===== src/rtl/passcode_programmer.sv =====
// rtl/passcode_programmer.sv - passcode writer FSM: authenticate, enter, confirm, commit
// Optional PASSCODE_REJECT_TRIVIAL_EN rejects 8'h00, 8'hFF and the current code as a new code.
module passcode_programmer #(
  parameter logic [7:0] DEFAULT_CODE = 8'hA5,
  parameter int         HOLD_CYCLES  = 50_000_000,
  parameter int         LOCK_CYCLES  = 500_000_000,
  parameter int         MAX_FAIL     = 3
) (
  input  logic       clock_in,
  input  logic       clr,
  input  logic       prog_req,
  input  logic       enter,
  input  logic       cancel,
  input  logic [7:0] sw,
  output logic [7:0] code_out,
  output logic       busy,
  output logic       LED_ok,
  output logic       LED_err,
  output logic [1:0] fail_cnt,
  output logic [2:0] prog_state
);

  localparam int MAX_CYC = (HOLD_CYCLES > LOCK_CYCLES) ? HOLD_CYCLES : LOCK_CYCLES;
  localparam int TW      = $clog2(MAX_CYC) + 1;

  localparam logic [TW-1:0] HOLD_LOAD  = TW'(HOLD_CYCLES - 1);
  localparam logic [TW-1:0] LOCK_LOAD  = TW'(LOCK_CYCLES - 1);
  localparam logic [TW-1:0] TIMER_ONE  = TW'(1);
  localparam logic [2:0]    FAIL_LIMIT = 3'(MAX_FAIL);

  typedef enum logic [2:0] {
    S_IDLE = 3'd0,
    S_AUTH = 3'd1,
    S_NEW1 = 3'd2,
    S_NEW2 = 3'd3,
    S_DONE = 3'd4,
    S_ERR  = 3'd5,
    S_LOCK = 3'd6
  } state_t;

  state_t        state;
  state_t        state_nx;
  logic [7:0]    new_code;
  logic [7:0]    new_code_nx;
  logic [7:0]    code_nx;
  logic [1:0]    fail_nx;
  logic [TW-1:0] timer;
  logic [TW-1:0] timer_nx;
  logic [2:0]    fail_inc;
  logic          trivial_code;

  assign prog_state = state;
  assign fail_inc   = {1'b0, fail_cnt} + 3'd1;

`ifdef PASSCODE_REJECT_TRIVIAL_EN
  assign trivial_code = (sw == 8'h00) || (sw == 8'hFF) || (sw == code_out);
`else
  assign trivial_code = 1'b0;
`endif

  // cancel outranks enter; enter/cancel only matter in AUTH/NEW1/NEW2, prog_req only in IDLE
  always_comb begin
    state_nx    = state;
    code_nx     = code_out;
    new_code_nx = new_code;
    fail_nx     = fail_cnt;
    timer_nx    = timer;
    case (state)
      S_IDLE: begin
        if (prog_req) state_nx = S_AUTH;
      end
      S_AUTH: begin
        if (cancel) begin
          state_nx = S_IDLE;
        end else if (enter) begin
          if (sw == code_out) begin
            state_nx = S_NEW1;
            fail_nx  = 2'd0;
          end else begin
            if ({1'b0, fail_cnt} < FAIL_LIMIT) fail_nx = fail_inc[1:0];
            if (fail_inc >= FAIL_LIMIT) begin
              state_nx = S_LOCK;
              timer_nx = LOCK_LOAD;
            end else begin
              state_nx = S_ERR;
              timer_nx = HOLD_LOAD;
            end
          end
        end
      end
      S_NEW1: begin
        if (cancel) begin
          state_nx = S_IDLE;
        end else if (enter) begin
          if (trivial_code) begin
            state_nx = S_ERR;
            timer_nx = HOLD_LOAD;
          end else begin
            new_code_nx = sw;
            state_nx    = S_NEW2;
          end
        end
      end
      S_NEW2: begin
        if (cancel) begin
          state_nx = S_IDLE;
        end else if (enter) begin
          timer_nx = HOLD_LOAD;
          if (sw == new_code) begin
            code_nx  = sw;
            state_nx = S_DONE;
          end else begin
            state_nx = S_ERR;
          end
        end
      end
      S_DONE, S_ERR: begin
        if (timer == '0) state_nx = S_IDLE;
        else             timer_nx = timer - TIMER_ONE;
      end
      S_LOCK: begin
        if (timer == '0) begin
          state_nx = S_IDLE;
          fail_nx  = 2'd0;
        end else begin
          timer_nx = timer - TIMER_ONE;
        end
      end
      default: state_nx = S_IDLE;
    endcase
  end

  // indicators are decoded from the next state so they switch on the same edge as prog_state
  always_ff @(posedge clock_in) begin
    if (!clr) begin
      state    <= S_IDLE;
      code_out <= DEFAULT_CODE;
      new_code <= 8'h00;
      fail_cnt <= 2'd0;
      timer    <= '0;
      busy     <= 1'b0;
      LED_ok   <= 1'b0;
      LED_err  <= 1'b0;
    end else begin
      state    <= state_nx;
      code_out <= code_nx;
      new_code <= new_code_nx;
      fail_cnt <= fail_nx;
      timer    <= timer_nx;
      busy     <= (state_nx != S_IDLE);
      LED_ok   <= (state_nx == S_DONE);
      LED_err  <= (state_nx == S_ERR) || (state_nx == S_LOCK);
    end
  end

endmodule


===== config.mk =====
export PLATFORM = sky130hd
export DESIGN_NAME = passcode_programmer
export DESIGN_NICKNAME = d
export VERILOG_FILES = /design/src/rtl/passcode_programmer.sv
export SDC_FILE = /design/constraint.sdc
export NUM_CORES = 1
export LEC_CHECK = 0
export CAP_MARGIN = 20
export CORE_ASPECT_RATIO = 0.6
export CORE_MARGIN = 2
export CORE_UTILIZATION = 50
export DETAILED_ROUTE_END_ITERATION = 6
export GPL_TIMING_DRIVEN = 0
export PLACE_DENSITY = 0.84
export RECOVER_POWER = 25
export SKIP_LAST_GASP = 1
export SLEW_MARGIN = 20
export SYNTH_ARGS = -nofsm -noshare
export SYNTH_HDL_FRONTEND = slang
export SYNTH_SLANG_ARGS = --single-unit

===== constraint.sdc =====
create_clock -name clock_in -period 2.37 [get_ports clock_in]
set_clock_uncertainty 0.15 [all_clocks]
set_input_delay 0.237 -clock clock_in [delete_from_list [all_inputs] [get_ports clock_in]]
set_output_delay 0.237 -clock clock_in [all_outputs]
set_load 0.05 [all_outputs]

* Word level (Yosys, flattened, before mapping)
Index checks and enable logic that the tools add are counted.
Storage, ports and cells: register bits 54, input port bits 13, output and inout bits 16, logic and storage cells 69
Cells by class: add/subtract/negate cells 2, order comparisons 2, eq/ne operators 19, muxes and demuxes 26, bitwise logic cells 1, reductions and logical operators 11
Operators with widths (count):
- $mux 30 | 6
- $pmux 30 s3 | 1
- $logic_not 30->1 | 1
- $sub 30x1->30 const B | 1
- $mux 29 | 1
- $mux 3 | 9
- $eq 3x3->1 const B | 6
- $eq 8x8->1 | 2
- $pmux 3 s5 | 1
- $ne 2x2->1 const B | 7
- $mux 2 | 6
- $reduce_and 7->1 | 1
- $eq 3x2->1 const B | 2
- $reduce_bool 3->1 | 2
- $reduce_and 5->1 | 1
- $pmux 2 s2 | 1
- $reduce_and 4->1 | 1
- $add 2x1->3 const B | 1
- $eq 3x1->1 const B | 1
- $ge 3x2->1 const B | 1
- $logic_not 3->1 | 1
- $ne 3x3->1 const B | 1
- $reduce_and 3->1 | 1
- $reduce_or 3->1 | 1
- other kinds (5) | 5

* Depth between registers and ports, before layout
Gate-level depths: netlist of run 1.
word-level depth 9, depth in mapped cells 9, mapped depth without buffers 8

* Worst setup path before layout of run 1
Ideal clock, no wire load.
kind flip-flop to flip-flop, start register fail_cnt[0], end register timer[25], setup time 0.071 ns, arrival 2.345 ns, data required time 2.149 ns, setup slack -0.196 ns, cell stages (with the launch flop) 9, path buffers 0, clock period less this slack 2.566 ns, cells stage by stage dfxtp_1 > inv_1 > ha_1 > or2_2 > maj3_1 > a311oi_1 > nor2_1 > a221o_1 > a21oi_1
On the way: word-level cells in the longest chain between the ends 7
RTL lines:
- start: declaration | line 19 | output logic [1:0] fail_cnt,
- start signal: assignment | line 148 | fail_cnt <= fail_nx;
- $add 2x1->3 | line 53 | assign fail_inc = {1'b0, fail_cnt} + 3'd1;
- $ge 3x2->1 | line 81 | if (fail_inc >= FAIL_LIMIT) begin
- $mux 29 | line 81
- $mux 30 | line 76 | if (sw == code_out) begin
- $mux 30 | line 75 | end else if (enter) begin
- $mux 30 | line 73 | if (cancel) begin
- $pmux 30 s3 | line 68 | case (state)
- end signal: assignment | line 149 | timer <= timer_nx;
- end: declaration | line 47 | logic [TW-1:0] timer;
No other way between the ends. The select of a mux whose other input is x is not followed. A chain may end at the register's enable or synchronous reset.

* Worst setup path in the final report of run 1
start register timer[18], end register timer[8]
On the way: word-level cells in the longest chain between the ends 3
RTL lines (line):
- $logic_not 30->1 | 118, 122
- $ne 2x2->1 (no line)
- $reduce_and 7->1 (no line)
No other way between the ends.

==> results.json, run 1 <==
{
  "status": "finished, violations left",
  "violations": "setup timing",
  "nets": 422,
  "cp_top_family": "simple AND/OR/NAND/NOR gates",
  "fin_crit_sh_pct": 103,
  "holdPathStages": 2,
  "rr_endpoint": "timer[8]",
  "syn_nets": 371,
  "postLayoutCoreUtil_pct": 68.0,
  "ant_nets": 0,
  "cts_max_path_buffers": 2,
  "peakVddDrop_mv": 0.370,
  "synth-compound-area-share_pct": 20.1,
  "synth_ff_type": "dfxtp_1",
  "diodes": 0,
  "wl_um": 9650,
  "worstPathArrival_ns": 2.55,
  "cp-end-kind": "flop",
  "syn_inst": 353,
  "ctsHoldBuffers": 0,
  "initial_core_util_pct": 52.6,
  "yosys_warnings": 0,
  "finalWorstSetupSlack_ns": -0.0719,
  "powerDensity_mw_per_mm2": 653,
  "synthAdderAreaFrac_pct": 2.44,
  "worstRegToRegCells": 10,
  "die_h_um": 63.7,
  "antenna_found_initial": 0,
  "grt_pass1_vias": 2788,
  "synth-edff-count": 0,
  "wl_per_cell_um": 19.9,
  "yosys_register_bits": 54,
  "relSlewSlack_pct": 59.7,
  "dr.pass1.iters": 6,
  "timing.hold.worst.class": "reg2reg",
  "synth_area_per_cell_um2": 8.41,
  "gp_congestion": 0.937,
  "vias": 3121,
  "overflow": 0,
  "crit_path_start_kind": "flop",
  "grt_max_degree": 17,
  "critPathKind": "reg2reg",
  "worst-slew-pin-transition_ns": 0.605,
  "drc_errors": 0,
  "critPathLaunch": "timer[18]",
  "die_x_um": 103,
  "num_rows": 21,
  "hold_viol": 0,
  "synth_xor_xnor_area_share_pct": 6.78,
  "syn2layout_area_growth_pct": 29.5,
  "cts-buffers-inserted": 5,
  "hp-start": "timer[16]",
  "htree_levels": 2,
  "dr.first_iter.drc_count": 385,
  "core_area_mm2": 0.00565,
  "setup_viol": 12,
  "critical_path_peak_fanout": 8,
  "path_cells": "or4_4, nor3_4, buf_6, nand4_4, a21oi_4, buf_12, buf_8, buf_6, o21ai_2, a21oi_1",
  "clk_latency_ns": 0.31,
  "leakagePower_nw": 1.42,
  "viasPerCell": 6.44,
  "die_area_mm2": 0.00659,
  "cts_root_buf": "clkbuf_8",
  "cp.required_ns": 2.47,
  "stdcell_count": 485,
  "worst_path_most_repeated_cell": "buf_6",
  "yosys.area_share.simple_pct": 24.6,
  "clk_transition_reported_paths_ns": 0.10,
  "whs_endpoint": "timer[16]",
  "ys_async_sr_fraction_pct": 0,
  "cp_num_buf_inv": 4,
  "synth_top_family_by_area": "simple AND/OR/NAND/NOR gates",
  "synthMuxAreaShare_pct": 6.41,
  "yosys.cell_types.count": 56,
  "dpl.cell_count": 461,
  "clock-sinks": 54,
  "cpPeakStageDelay_ns": 0.56,
  "grt_pass1_wl_um": 13700,
  "grt_setup_unrepaired": "true",
  "io_pins": 29,
  "grt_usage_pct": 26.7,
  "period_minus_slack_ns": 2.44,
  "fmax_mhz": 410,
  "hpwl_um": 5940,
  "drv_slew": 0,
  "max_cap_viol_count": 0,
  "cts_tree": "done",
  "crit_slowest_cell": "or4_4",
  "reg2reg_from": "timer[18]",
  "syn-cell-area_mm2": 0.00297,
  "final.fill_count": 442,
  "ys_seq_area_share_pct": 36.4,
  "ff2ff_setup_slack_ns": -0.07,
  "drive_above_1_share_pct": 21.0,
  "portBuffers": 28
}
## registers in the layout (all words and copies together) (netlist names)
name and count:
fail_cnt 2, new_code 8, timer 30, LED_err 1, prog_state 3, LED_ok 1
busy 1, code_out 8
## worst register-to-register path: stages (launching register included)
cell and delay, ns:
dfxtp_4 0.36, or4_4 0.56, nor3_4 0.23, buf_6 0.14, nand4_4 0.14, a21oi_4 0.20, buf_12 0.15, buf_8 0.12
buf_6 0.13, o21ai_2 0.06, a21oi_1 0.14
## worst max-delay path by stage
| stage | endpoint | slack [ns] | cells past startpoint |
|---|---|---|---|
| finish | timer[8] | -0.07 | 10 |
| global route | timer[8] | -0.13 | 10 |
| CTS | timer[22] | -0.06 | 8 |
| detailed placement | timer[29] | -0.61 | 7 |
| global placement | timer[29] | -0.55 | 7 |
| floorplan | timer[25] | 0.003 | 7 |
## cell families (layout without fill, tap and decap cells)
group                      count (synthesis)  count (layout)
buffers and inverters                     21              73
AOI/OAI and AO/OA                         93              93
and+or+nand+nor                          137             137
xor gates and xnor gates                  23              23
adders and majority gates                  6               6
muxes                                     19              19
DFF                                       54              54
## routing by layer
metal	vias up	GRT usage [%]	part of all wire (%)
met3	43	8.32	12
met2	237	37.4	42
met5	-	0	0
met1	1428	38.4	42
li1	1413	-	-
met4	0	8.88	3.8
## power breakdown
part / internal (mW) / total, mW / switching, mW
Clock: 0.236 / 0.545 / 0.309
Sequential: 0.952 / 1.01 / 0.0626
Combinational: 0.355 / 0.952 / 0.597
Total: 1.54 / 2.51 / 0.969
## cells in the mapped netlist, types with 2 or more instances
| library cell | instances | area share (%) |
|---|---|---|
| o41ai_1 | 3 | 0.89 |
| or2_2 | 3 | 0.63 |
| clkbuf_1 | 10 | 1.3 |
| inv_1 | 6 | 0.76 |
| and4_1 | 3 | 0.89 |
| mux2i_1 | 19 | 6.4 |
| nor3_1 | 13 | 2.2 |
| nand3_1 | 12 | 2.0 |
| o21a_1 | 2 | 0.51 |
| o21ai_0 | 10 | 1.7 |
| and2_1 | 4 | 0.84 |
| o21ai_1 | 13 | 2.2 |
| or4_1 | 5 | 1.3 |
| nand3b_1 | 2 | 0.51 |
| nand4_1 | 7 | 1.5 |
| ha_1 | 5 | 2.1 |
| and3_1 | 2 | 0.42 |
| xor2_1 | 3 | 0.89 |
| or3_1 | 4 | 0.84 |
| a21o_1 | 3 | 0.76 |
| buf_2 | 2 | 0.34 |
| a211oi_1 | 3 | 0.76 |
| nor4_1 | 8 | 1.7 |
| o32ai_1 | 2 | 0.59 |
| a311oi_1 | 5 | 1.5 |
| buf_6 | 2 | 0.76 |
| dfxtp_1 | 54 | 36 |
| nor2_1 | 42 | 5.3 |
| xnor2_1 | 20 | 5.9 |
| a31oi_1 | 7 | 1.5 |
| a21oi_1 | 31 | 5.2 |
| nand2_1 | 24 | 3.0 |
## layout by cell type (no fill, tap or decap), types with 4 or more instances in the layout
| master | synthesis | routed |
|---|---|---|
| o21ai_2 | 1 | 9 |
| mux2i_1 | 19 | 19 |
| or3_1 | 4 | 4 |
| buf_6 | 2 | 6 |
| nor3_2 | 0 | 4 |
| buf_4 | 0 | 9 |
| nand3_1 | 12 | 10 |
| clkbuf_1 | 10 | 6 |
| a21oi_1 | 31 | 28 |
| dfxtp_1 | 54 | 46 |
| clkdlybuf4s50_1 | 0 | 16 |
| nor4_1 | 8 | 6 |
| clkbuf_8 | 0 | 6 |
| nand4_1 | 7 | 7 |
| xnor2_1 | 20 | 20 |
| a31oi_1 | 7 | 7 |
| a311oi_1 | 5 | 4 |
| nand2_1 | 24 | 23 |
| dlygate4sd3_1 | 0 | 12 |
| nor3_1 | 13 | 8 |
| and2_1 | 4 | 4 |
| o21ai_1 | 13 | 5 |
| nor2_1 | 42 | 37 |
| ha_1 | 5 | 5 |
| dfxtp_2 | 0 | 7 |
| o21ai_0 | 10 | 10 |
| inv_1 | 6 | 6 |
## layout make-up
| class | instances | area, um2 | area share, % |
|---|---|---|---|
| plain buffers | 13 | 82.6 | 2.15 |
| inverters | 7 | 26.3 | 0.684 |
| repair buffers | 45 | 475 | 12.4 |
| clock buffers | 6 | 82.6 | 2.15 |
| flip-flops and latches | 54 | 1090 | 28.5 |
| multi-input cells | 278 | 1970 | 51.3 |
| clock inverters | 2 | 12.5 | 0.326 |
| well taps | 80 | 100 | 2.60 |
## repair_timing
| action | 4_1_cts | 5_1_grt |
|---|---|---|
| gates resized for setup | 15 | 54 |
| pin swaps | 3 | 21 |
| gates cloned | 0 | 1 |
| endpoints found under the setup margin | 35 | 37 |
| buffers inserted | 7 | 10 |
## through the flow
step | total power, mW | setup TNS [ns] | setup slack [ns] | area [um2] | hold slack [ns]
after floorplan | 1.52 | 0 | 0.00325 | 2970 | 0.215
after global placement | 1.71 | -9.49 | -0.554 | 3350 | 0.298
after detailed placement | 1.73 | -11.07 | -0.609 | 3350 | 0.312
after CTS | 2.33 | -0.239 | -0.0567 | 3560 | 0.322
after global routing | 2.60 | -1.37 | -0.126 | 3840 | 0.357
final | 2.51 | -0.419 | -0.0719 | 3840 | 0.333
Power figures use the tool's default switching activity.
==> inputs of run 2 (changes only) <==
PLACE_DENSITY = 0.74   (was 0.84)
==> run 2 against run 1 <==
The flow still finishes with violations (setup timing). Critical path depth decreased by 1. Sequential cell count unchanged. Register-to-register slack better by 0.03 ns. Clock-buffer cell count grew 1. Cell area increased by 2.0%. Routed wire length decreased by 5.8%. Global-route usage rose by 0.56 points. Power is 1.5% higher. Non-clock buffer count rose by 4. Setup slack gained 0.028 ns. Via count fell by 1.4%. Cell count increased by 0.82%.
==> results.json, run 2 (same netlist as run 1, synthesis figures left out) <==
{
  "rr_endpoint": "LED_ok",
  "period_minus_slack_ns": 2.41,
  "postLayoutCellArea_mm2": 0.00392,
  "nets": 426,
  "clk_transition_reported_paths_ns": 0.10,
  "initial_core_util_pct": 52.6,
  "ctsHoldBuffers": 0,
  "wl_per_cell_um": 18.6,
  "overflow": 0,
  "reg2reg_from": "timer[20]",
  "finalWorstSetupSlack_ns": -0.0440,
  "die_x_um": 103,
  "drc_errors": 0,
  "leakagePower_nw": 1.47,
  "whs_endpoint": "timer[29]",
  "grt_pass1_wl_um": 13700,
  "die_area_mm2": 0.00659,
  "cts_max_path_buffers": 2,
  "syn2layout_area_growth_pct": 32.0,
  "drv_slew": 0,
  "clock-sinks": 54,
  "gp_congestion": 1.01,
  "fin_crit_sh_pct": 102,
  "stdcell_count": 489,
  "hp-start": "timer[29]",
  "htree_levels": 2,
  "peakVddDrop_mv": 0.375,
  "ant_nets": 0,
  "core_area_mm2": 0.00565,
  "crit_path_start_kind": "flop",
  "fmax_mhz": 414,
  "critPathKind": "reg2reg",
  "grt_pass1_vias": 2650,
  "status": "finished, violations left",
  "largest_reg_flops": 30,
  "viasPerCell": 6.29,
  "setup_viol": 4,
  "top_register": "timer",
  "ff2ff_setup_slack_ns": -0.04,
  "grt_setup_unrepaired": "true",
  "max_cap_viol_count": 0,
  "holdWs_ns": 0.328,
  "antenna_found_initial": 0,
  "portBuffers": 28,
  "drive_above_1_share_pct": 23.0,
  "relSlewSlack_pct": 52.6,
  "dpl.cell_count": 461,
  "die_h_um": 63.7,
  "critical_path_peak_fanout": 8,
  "num_rows": 21,
  "use_met2_pct": 34.4,
  "grt_max_degree": 16,
  "grt-busiest-layer": "met1",
  "dr.pass1.iters": 5,
  "post_dp_cell_area_mm2": 0.00335,
  "vias": 3076,
  "grtUsageMet3_pct": 7.21,
  "diodes": 0,
  "postLayoutCoreUtil_pct": 69.4,
  "reg.largest.list": "timer: 30 flops, code_out: 8 flops, new_code: 8 flops",
  "cts_root_buf": "clkbuf_8",
  "final_cell_mix": "46 x dfxtp_1, 36 x nor2_1, 29 x a21oi_1",
  "cts-buffers-inserted": 5,
  "clk_latency_ns": 0.32,
  "worstPathArrival_ns": 2.48,
  "use_met1_pct": 43.5,
  "violations": "setup timing",
  "powerDensity_mw_per_mm2": 650,
  "cts_tree": "done",
  "cp-end-kind": "flop",
  "timing.hold.worst.class": "reg2reg",
  "final_common_cell": "dfxtp_1",
  "place_ws_ns": -0.634,
  "hold_viol": 0,
  "worst-slew-pin-transition_ns": 0.704,
  "holdPathStages": 2,
  "dr.first_iter.drc_count": 417,
  "worstRegToRegCells": 9,
  "grt_usage_pct": 27.2,
  "wl_um": 9090,
  "io_pins": 29,
  "hpwl_um": 6020,
  "cp.required_ns": 2.43
}
## run 2: where the power goes
group / total [mW] / switching [mW] / internal (mW)
Sequential: 1.02 / 0.0698 / 0.953
Combinational: 0.983 / 0.606 / 0.377
Clock: 0.543 / 0.307 / 0.237
## run 2: timing repair
action / CTS / global route
buffers inserted: 6 / 12
gates resized for setup: 21 / 60
cloned: 0 / 3
endpoints found under the setup margin: 34 / 38
pin swaps: 4 / 31
## run 2: cell type report
class	count	area, um2
clock inverter	1	5.00
clock buffer	7	86.3
multi-input combinational	278	2050
sequential	54	1090
tap	80	100
fill	426	1730
timing repair buffer	49	470
buffer	13	88.8
inverter	7	26.3
## run 2: critical path, cell delays in order, from the launching register on
cell     delay [ns]
dfxtp_2        0.35
or4_4          0.57
nor3_4         0.28
buf_6          0.15
nand4_4        0.11
a21oi_4        0.20
buf_12         0.15
buf_6          0.11
nor2_4         0.03
and3_4         0.20
## run 2: through the flow
step                      power [mW]   TNS, ns
after CTS                       2.36  -0.00981
after global routing            2.66     -1.00
after detailed placement        1.72    -13.00
final                           2.55   -0.0739
after global placement          1.72    -12.74
after floorplan                 1.52         0
## run 2: worst max-delay path by stage
| stage | start | endpoint | slack [ns] | cells after the start |
|---|---|---|---|---|
| global placement | sw[2] | timer[29] | -0.61 | 7 |
| detailed placement | timer[0] | timer[26] | -0.63 | 8 |
| global route | timer[20] | LED_ok | -0.09 | 9 |
| floorplan | fail_cnt[1] | timer[25] | 0.003 | 7 |
| CTS | prog_state[2] | code_out[2] | -0.01 | 6 |
| finish | timer[20] | LED_ok | -0.04 | 9 |
## run 2: per-layer routing
layer / wire length, um / vias to the layer above
met3: 1100 / 35
met5: 0 / -
met2: 3460 / 221
li1: - / 1422
met1: 4280 / 1398
met4: 251 / 0
